===== src/rtl/hazard_ctrl.sv =====
// rtl/hazard_ctrl.sv - stall/bubble/flush/freeze and forwarding control for the five-stage core
module hazard_ctrl #(
    parameter int unsigned MEM_TIMEOUT = 16
) (
    input  logic       clk,
    input  logic       reset,
    input  logic       id_valid,
    input  logic [5:0] id_opcode,
    input  logic [4:0] id_rs,
    input  logic [4:0] id_rt,
    input  logic [4:0] id_rd_out,
    input  logic       id_reg_write,
    input  logic       id_mem_read,
    input  logic       id_mem_write,
    input  logic       id_beq_taken,
    input  logic       mem_ready,
    output logic       stall_if,
    output logic       stall_id,
    output logic       bubble_ex,
    output logic       flush_if,
    output logic       freeze,
    output logic [1:0] fwd_a,
    output logic [1:0] fwd_b,
    output logic [1:0] cause,
    output logic       mem_err
);
    localparam logic [5:0] OP_RTYPE = 6'h00;
    localparam logic [5:0] OP_BEQZ  = 6'h04;
    localparam logic [5:0] OP_LW    = 6'h23;
    localparam logic [5:0] OP_SW    = 6'h2b;

    // WB needs no shadow copy: the register file writes before it reads.
    logic [4:0] ex_rd_q, ex_rd_d, mem_rd_q, mem_rd_d;
    logic       ex_wr_q, ex_wr_d, ex_ld_q, ex_ld_d, ex_acc_q, ex_acc_d;
    logic       mem_wr_q, mem_wr_d, mem_acc_q, mem_acc_d;
    logic [1:0] fwd_a_q, fwd_a_d, fwd_b_q, fwd_b_d, cause_q, cause_d;
    logic [7:0] cnt_q, cnt_d;
    logic       mem_err_q, mem_err_d;

    logic use_rs, use_rt, is_beqz, ld_haz, br_haz, frz, haz, advance_id;

    function automatic logic [1:0] fwd_sel(input logic used, input logic [4:0] src,
                                           input logic e_wr, input logic [4:0] e_rd,
                                           input logic m_wr, input logic [4:0] m_rd);
        logic [1:0] sel;
        sel = 2'b00;
        if (used && src != 5'd0) begin
            if (e_wr && e_rd == src)      sel = 2'b10;
            else if (m_wr && m_rd == src) sel = 2'b01;
        end
        return sel;
    endfunction

    always_comb begin
        is_beqz = (id_opcode == OP_BEQZ);
        use_rs  = (id_opcode == OP_RTYPE) || (id_opcode == OP_LW) ||
                  (id_opcode == OP_SW) || is_beqz;
        use_rt  = (id_opcode == OP_RTYPE) || (id_opcode == OP_SW);

        ld_haz = id_valid && ex_ld_q && (ex_rd_q != 5'd0) &&
                 ((use_rs && id_rs == ex_rd_q) || (use_rt && id_rt == ex_rd_q));
        br_haz = id_valid && is_beqz && (id_rs != 5'd0) &&
                 ((ex_wr_q && ex_rd_q == id_rs) || (mem_wr_q && mem_rd_q == id_rs));
        frz        = mem_acc_q && !mem_ready;
        haz        = !frz && (ld_haz || br_haz);
        advance_id = id_valid && !haz;

        // Combinational controls are forced low while reset is held.
        stall_if  = reset && (frz || haz);
        stall_id  = reset && (frz || haz);
        bubble_ex = reset && haz;
        freeze    = reset && frz;
        flush_if  = reset && !frz && !haz && id_valid && id_beq_taken;

        ex_rd_d   = ex_rd_q;
        ex_wr_d   = ex_wr_q;
        ex_ld_d   = ex_ld_q;
        ex_acc_d  = ex_acc_q;
        mem_rd_d  = mem_rd_q;
        mem_wr_d  = mem_wr_q;
        mem_acc_d = mem_acc_q;
        fwd_a_d   = fwd_a_q;
        fwd_b_d   = fwd_b_q;

        if (!frz) begin
            mem_rd_d  = ex_rd_q;
            mem_wr_d  = ex_wr_q;
            mem_acc_d = ex_acc_q;
            ex_rd_d   = advance_id ? id_rd_out : 5'd0;
            ex_wr_d   = advance_id && id_reg_write;
            ex_ld_d   = advance_id && id_mem_read;
            ex_acc_d  = advance_id && (id_mem_read || id_mem_write);
            fwd_a_d   = advance_id ? fwd_sel(use_rs, id_rs, ex_wr_q, ex_rd_q, mem_wr_q, mem_rd_q) : 2'b00;
            fwd_b_d   = advance_id ? fwd_sel(use_rt, id_rt, ex_wr_q, ex_rd_q, mem_wr_q, mem_rd_q) : 2'b00;
        end

        if (frz)         cause_d = 2'd3;
        else if (ld_haz) cause_d = 2'd1;
        else if (br_haz) cause_d = 2'd2;
        else             cause_d = 2'd0;

        if (!frz)                cnt_d = 8'd0;
        else if (cnt_q == 8'hff) cnt_d = cnt_q;
        else                     cnt_d = cnt_q + 8'd1;

        mem_err_d = mem_err_q || (frz && cnt_q == 8'(MEM_TIMEOUT));
    end

    always_ff @(posedge clk or negedge reset) begin
        if (!reset) begin
            ex_rd_q   <= 5'd0;
            ex_wr_q   <= 1'b0;
            ex_ld_q   <= 1'b0;
            ex_acc_q  <= 1'b0;
            mem_rd_q  <= 5'd0;
            mem_wr_q  <= 1'b0;
            mem_acc_q <= 1'b0;
            fwd_a_q   <= 2'b00;
            fwd_b_q   <= 2'b00;
            cause_q   <= 2'd0;
            cnt_q     <= 8'd0;
            mem_err_q <= 1'b0;
        end else begin
            ex_rd_q   <= ex_rd_d;
            ex_wr_q   <= ex_wr_d;
            ex_ld_q   <= ex_ld_d;
            ex_acc_q  <= ex_acc_d;
            mem_rd_q  <= mem_rd_d;
            mem_wr_q  <= mem_wr_d;
            mem_acc_q <= mem_acc_d;
            fwd_a_q   <= fwd_a_d;
            fwd_b_q   <= fwd_b_d;
            cause_q   <= cause_d;
            cnt_q     <= cnt_d;
            mem_err_q <= mem_err_d;
        end
    end

    assign fwd_a   = fwd_a_q;
    assign fwd_b   = fwd_b_q;
    assign cause   = cause_q;
    assign mem_err = mem_err_q;
endmodule


===== config.mk =====
export PLATFORM = sky130hd
export DESIGN_NAME = hazard_ctrl
export DESIGN_NICKNAME = d
export VERILOG_FILES = /design/src/rtl/hazard_ctrl.sv
export SDC_FILE = /design/constraint.sdc
export NUM_CORES = 1
export LEC_CHECK = 0
export ABC_AREA = 0
export CORE_UTILIZATION = 30
export CTS_CLUSTER_DIAMETER = 30
export CTS_CLUSTER_SIZE = 12
export DETAILED_ROUTE_END_ITERATION = 7
export GPL_TIMING_DRIVEN = 0
export PLACE_DENSITY = 0.52
export REMOVE_ABC_BUFFERS = 1
export SLEW_MARGIN = 15
export SYNTH_ARGS = -nofsm -noshare
export SYNTH_HDL_FRONTEND = slang
export SYNTH_SLANG_ARGS = --single-unit

===== constraint.sdc =====
create_clock -name clk -period 2.99 [get_ports clk]
set_input_delay 0.598 -clock clk [delete_from_list [all_inputs] [get_ports clk]]
set_output_delay 0.598 -clock clk [all_outputs]
set_load 0.05 [all_outputs]

# After elaboration in Yosys (flattened, before gate mapping)

Cells that the tools add are included.

Logic and storage cells: 84
Output and inout port bits: 12
Input port bits: 29
Bits in registers: 30

Mux-type cells: 14
Reductions and logical operators: 45
Add/sub/neg operators: 1
Eq/ne operators: 12

Operator list:

| kind                                          | number |
|---|---|
| == test 5 bit                                 | 6 |
| logical AND 1 bit                             | 28 |
| two-way mux 2 bit                             | 9 |
| two-way mux 8 bit                             | 2 |
| nonzero test 5 bit                            | 3 |
| == test 6 bit, second input constant          | 2 |
| logical OR 1 bit                              | 10 |
| adder 8 x 1 -> 8 bit, second input constant   | 1 |
| == test 8 x 5 -> 1 bit, second input constant | 1 |
| == test 8 bit, second input constant          | 1 |
| == test 6 x 3 -> 1 bit, second input constant | 1 |
| zero test 6 bit                               | 1 |
| two-way mux 5 bit                             | 1 |
| zero test 1 bit                               | 3 |
| two-way mux 1 bit                             | 2 |
| != test 2 bit, second input constant          | 1 |

# Logic depth before layout (Yosys ltp)

Gate-level depths: netlist of run 1.

Depth in word-level cells: 13
Depth in mapped cells: 9
Gate-level depth less buffers: 6

# Least setup slack after synthesis of run 1

Ideal clock, no wire load.

Kind: input to output
From: input id_opcode[0]
To: output stall_if
Cell stages on the path: 8
Path buffers: 2
Setup slack: -153 ps
Arrival: 2545 ps
Path through: or4_1 > o21a_1 > and4b_1 > a31oi_2 > nand2_2 > buf_6 > o21a_1 > buf_4

Cells in the longest elaborated chain, start to end: 11

RTL lines:

| what                                                    | RTL line | text |
|---|---|---|
| start, declared                                         | 8        | `input logic [5:0] id_opcode,` |
| == test 6 bit / zero test 6 bit (equally long branches) | 56, 58   |  |
| logical OR 1 bit (2 in a row)                           | 56       | `use_rs = (id_opcode == OP_RTYPE) \|\| (id_opcode == OP_LW) \|\|` |
| logical OR 1 bit                                        | 57       | `(id_opcode == OP_SW) \|\| is_beqz;` |
| logical AND 1 bit                                       | 61       | `((use_rs && id_rs == ex_rd_q) \|\| (use_rt && id_rt == ex_rd_q));` |
| logical OR 1 bit                                        | 61       |  |
| logical AND 1 bit                                       | 60       | `ld_haz = id_valid && ex_ld_q && (ex_rd_q != 5'd0) &&` |
| logical OR 1 bit (*)                                    | 65       | `haz = !frz && (ld_haz \|\| br_haz);` |
| logical AND 1 bit (*)                                   | 65       |  |
| logical OR 1 bit (*)                                    | --       |  |
| logical AND 1 bit (*)                                   | --       |  |
| end, declared                                           | 17       | `output logic stall_if,` |

Every way passes the cells marked *; elsewhere a longest branch is shown, timed or not.

# Final worst setup path of run 1

From: input mem_ready
To: output freeze

Cells in the longest elaborated chain, start to end: 3

RTL lines:

| what              | RTL line | text |
|---|---|---|
| start, declared   | 16       | `input logic mem_ready,` |
| zero test 1 bit   | 64       | `frz = mem_acc_q && !mem_ready;` |
| logical AND 1 bit | 64       |  |
| logical AND 1 bit | 72       | `freeze = reset && frz;` |
| end, declared     | 21       | `output logic freeze,` |

No other way between the ends.

==> metrics.yaml, run 1 <==
clock_latency_ns: 0.28
cts_tree: "done"
ys_top_cells_by_area: "dfrtp_1, xor2_1, nand2_1"
max-slew-margin-rel: 0.482
clockRootBuffer: "clkbuf_8"
internal_power_uw: 727
antenna_found_initial: 0
grt_use_total: 0.153
numCtsBuffers: 5
p_seq_frac: 0.444
finalPower_mw: 1.05
grt_pass1_vias: 1453
power_density_nw_per_um2: 439
critPathMaxFanout: 7
tns_ns: 0
switching_share: 0.310
grt_max_degree: 35
path_clk_slew_ns: 0.07
grt-ovfl-total: 0
die_w_um: 76.9
num_rows: 26
setup_violations: 0
ant_nets: 0
final_cell_mix: "nand2_1, dfrtp_1, clkdlybuf4s50_1, xor2_1"
routed_wl_um: 4270
p_leak_nw: 1.09
netlist_area_sq_um: 1680
startpoint_type: "input pin"
final_nets: 266
max_stage_delay_ns: 0.80
gp_congestion: 0.853
async_flop_share: 1.00
avgViaCountPerCell: 4.86
synth.distinct_cells: 40
end_kind: "output port"
hold_buffers: 0
synth_top_area_frac: 0.446
synthCells: 185
grt_pass1_wl_um: 7120
status: "complete, no violations"
maxCapViolCount: 0
portBuffers: 40
power_switching_uw: 327
h-tree-depth: 2
vdd_drop_max_uv: 222
vias: 1488
hold_class: "input pin to asynchronous set/reset pin"
n_antenna_cell: 0
tightest_slew_ns: 0.777
wl_per_cell_um: 14.0
stdcell_count: 306
cp_top_family: "buffers and inverters"
firstDrtPassIters: 4
rsz0062_at_grt: "no"
crit_buf_inv: 2
yosys.area.top_type: "dfrtp_1"
cp.arrival_ns: 2.32
finalHoldViolations: 0
comb_power_share: 0.222
drive_above_1_share: 0.195
clockPowerShare: 0.333
critPathKind: "input pin to output port"
maxSlewViolCount: 0
cts.path.max_buffers: 2
period_share: 0.974
synth.avg_cell_area_sq_um: 9.09
first_iter_violations: 74
cp_common_cell: "clkdlybuf4s50_1"
dp_hpwl_um: 2760
num_io_pins: 41
slowest_stage: "clkdlybuf4s50_1"
areaGrowthSynthToFinish_pct: 42.9
dieArea_sq_um: 5910
ys_ff_latch: 30
drc: 0
final_common_cell: "nand2_1"
cts_sinks: 30
die_h_um: 76.9
hold_slack_ns: 0.387
yosys_warnings: 0
ys.flop_type: "dfrtp_1"
clock_skew_ns: 0.00323
period_needed_ns: 2.91
placed_cells: 288
ys_seq_area_frac: 0.446
initial_core_util: 0.321
coreArea_sq_um: 5240
synth-edff-count: 0
cp.required_ns: 2.39
fmax_mhz: 343
cp_cell_sequence: "clkdlybuf4s50_1, nor2b_2, and2_1, clkdlybuf4s50_1"
[flip-flops by register name (all words and copies together), names as in the netlist]
signal     count
mem_acc_q      1
fwd_a          2
ex_rd_q        5
mem_err        1
cnt_q          8
mem_wr_q       1
mem_rd_q       5
fwd_b          2
ex_acc_q       1
cause          2
ex_wr_q        1
ex_ld_q        1
[worst paths after layout]
check                                             from                     end  slack (ns)  cells after the start
worst max-delay path                         mem_ready                  freeze        0.08                      4
max in group asynchronous                        reset  ex_rd_q[2]$_DFFE_PN0N_        2.06                      1
worst max register to register  ex_rd_q[0]$_DFFE_PN0N_    fwd_b[0]$_DFFE_PN0N_        0.80                      8
worst min-delay path                             reset       mem_err$_DFF_PN0_        0.39                      1
min in group clk                     mem_err$_DFF_PN0_       mem_err$_DFF_PN0_        0.47                      1
worst min register to register       mem_err$_DFF_PN0_       mem_err$_DFF_PN0_        0.47                      1
[per-layer routing]
metal	GRT usage	vias up	wire (um)
met5	0	-	0
met4	0.0577	0	77
met3	0.0345	8	203
met2	0.223	49	1870
met1	0.219	685	2120
li1	-	746	-
[final cells by class]
| cell class | instances | area (sq um) |
|---|---|---|
| clock buffer | 6 | 82.6 |
| clock inverter | 2 | 12.5 |
| fill | 522 | 2840 |
| inverter | 2 | 7.51 |
| multi-input combinational | 145 | 971 |
| sequential | 30 | 754 |
| tap | 70 | 87.6 |
| timing repair buffer | 51 | 487 |
[cell families after synthesis]
logic type | after synthesis | share of synthesized area
and+or+nand+nor | 90 | 0.263
DFF | 30 | 0.446
AOI/OAI and AO/OA | 29 | 0.121
xor gates and xnor gates | 24 | 0.125
adders and majority gates | 2 | 0.0149
buffers and inverters | 10 | 0.0290
[power by group through the flow]
stage	sequential (mW)	combinational, mW	clock, mW
3_5_place_dp	0.481	0.210	0
4_1_cts	0.471	0.217	0.358
5_1_grt	0.474	0.261	0.377
6_report	0.469	0.234	0.352
3_3_place_gp	0.480	0.205	0
2_1_floorplan	0.481	0.106	0
[metrics by stage]
step | instance area [sq um] | util | setup slack (ns)
after floorplan | 1640 | - | -0.148
after global placement | 2130 | 0.406 | -1.16
after detailed placement | 2140 | 0.409 | -1.12
after CTS | 2310 | 0.441 | 0.000447
after global routing | 2400 | 0.459 | 0.00181
final | 2400 | 0.459 | 0.0769
[what timing repair did]
item	CTS	global route
setup endpoints to repair	4	4
setup buffers	5	5
gates resized for setup	42	20
pin swaps	5	7
[synth_stat cells, types with 2 or more instances]
| cell type | count |
|---|---|
| or4_1 | 3 |
| nor2_1 | 12 |
| nor4_1 | 2 |
| and3_1 | 6 |
| nor3_1 | 4 |
| nand2b_1 | 2 |
| nand4_1 | 4 |
| ha_1 | 2 |
| nand3_1 | 12 |
| clkbuf_1 | 6 |
| a21oi_1 | 5 |
| nand2_1 | 34 |
| nand3b_1 | 2 |
| a31oi_1 | 2 |
| a22oi_2 | 2 |
| nor2b_1 | 2 |
| o21a_1 | 2 |
| xor2_1 | 18 |
| o21ai_1 | 4 |
| inv_1 | 2 |
| dfrtp_1 | 30 |
| xnor2_1 | 6 |
| o21ai_0 | 6 |
(Power assumes the default switching activity.)
==> run 2: changes to the inputs <==
--- a/config.mk
+++ b/config.mk
@@ -6,6 +6,7 @@
 export NUM_CORES = 1
 export LEC_CHECK = 0
 export ABC_AREA = 0
+export CAP_MARGIN = 20
 export CORE_UTILIZATION = 30
 export CTS_CLUSTER_DIAMETER = 30
 export CTS_CLUSTER_SIZE = 12
==> results of run 2 <==
The final DEF is identical to that of run 1; final timing and power are the same.
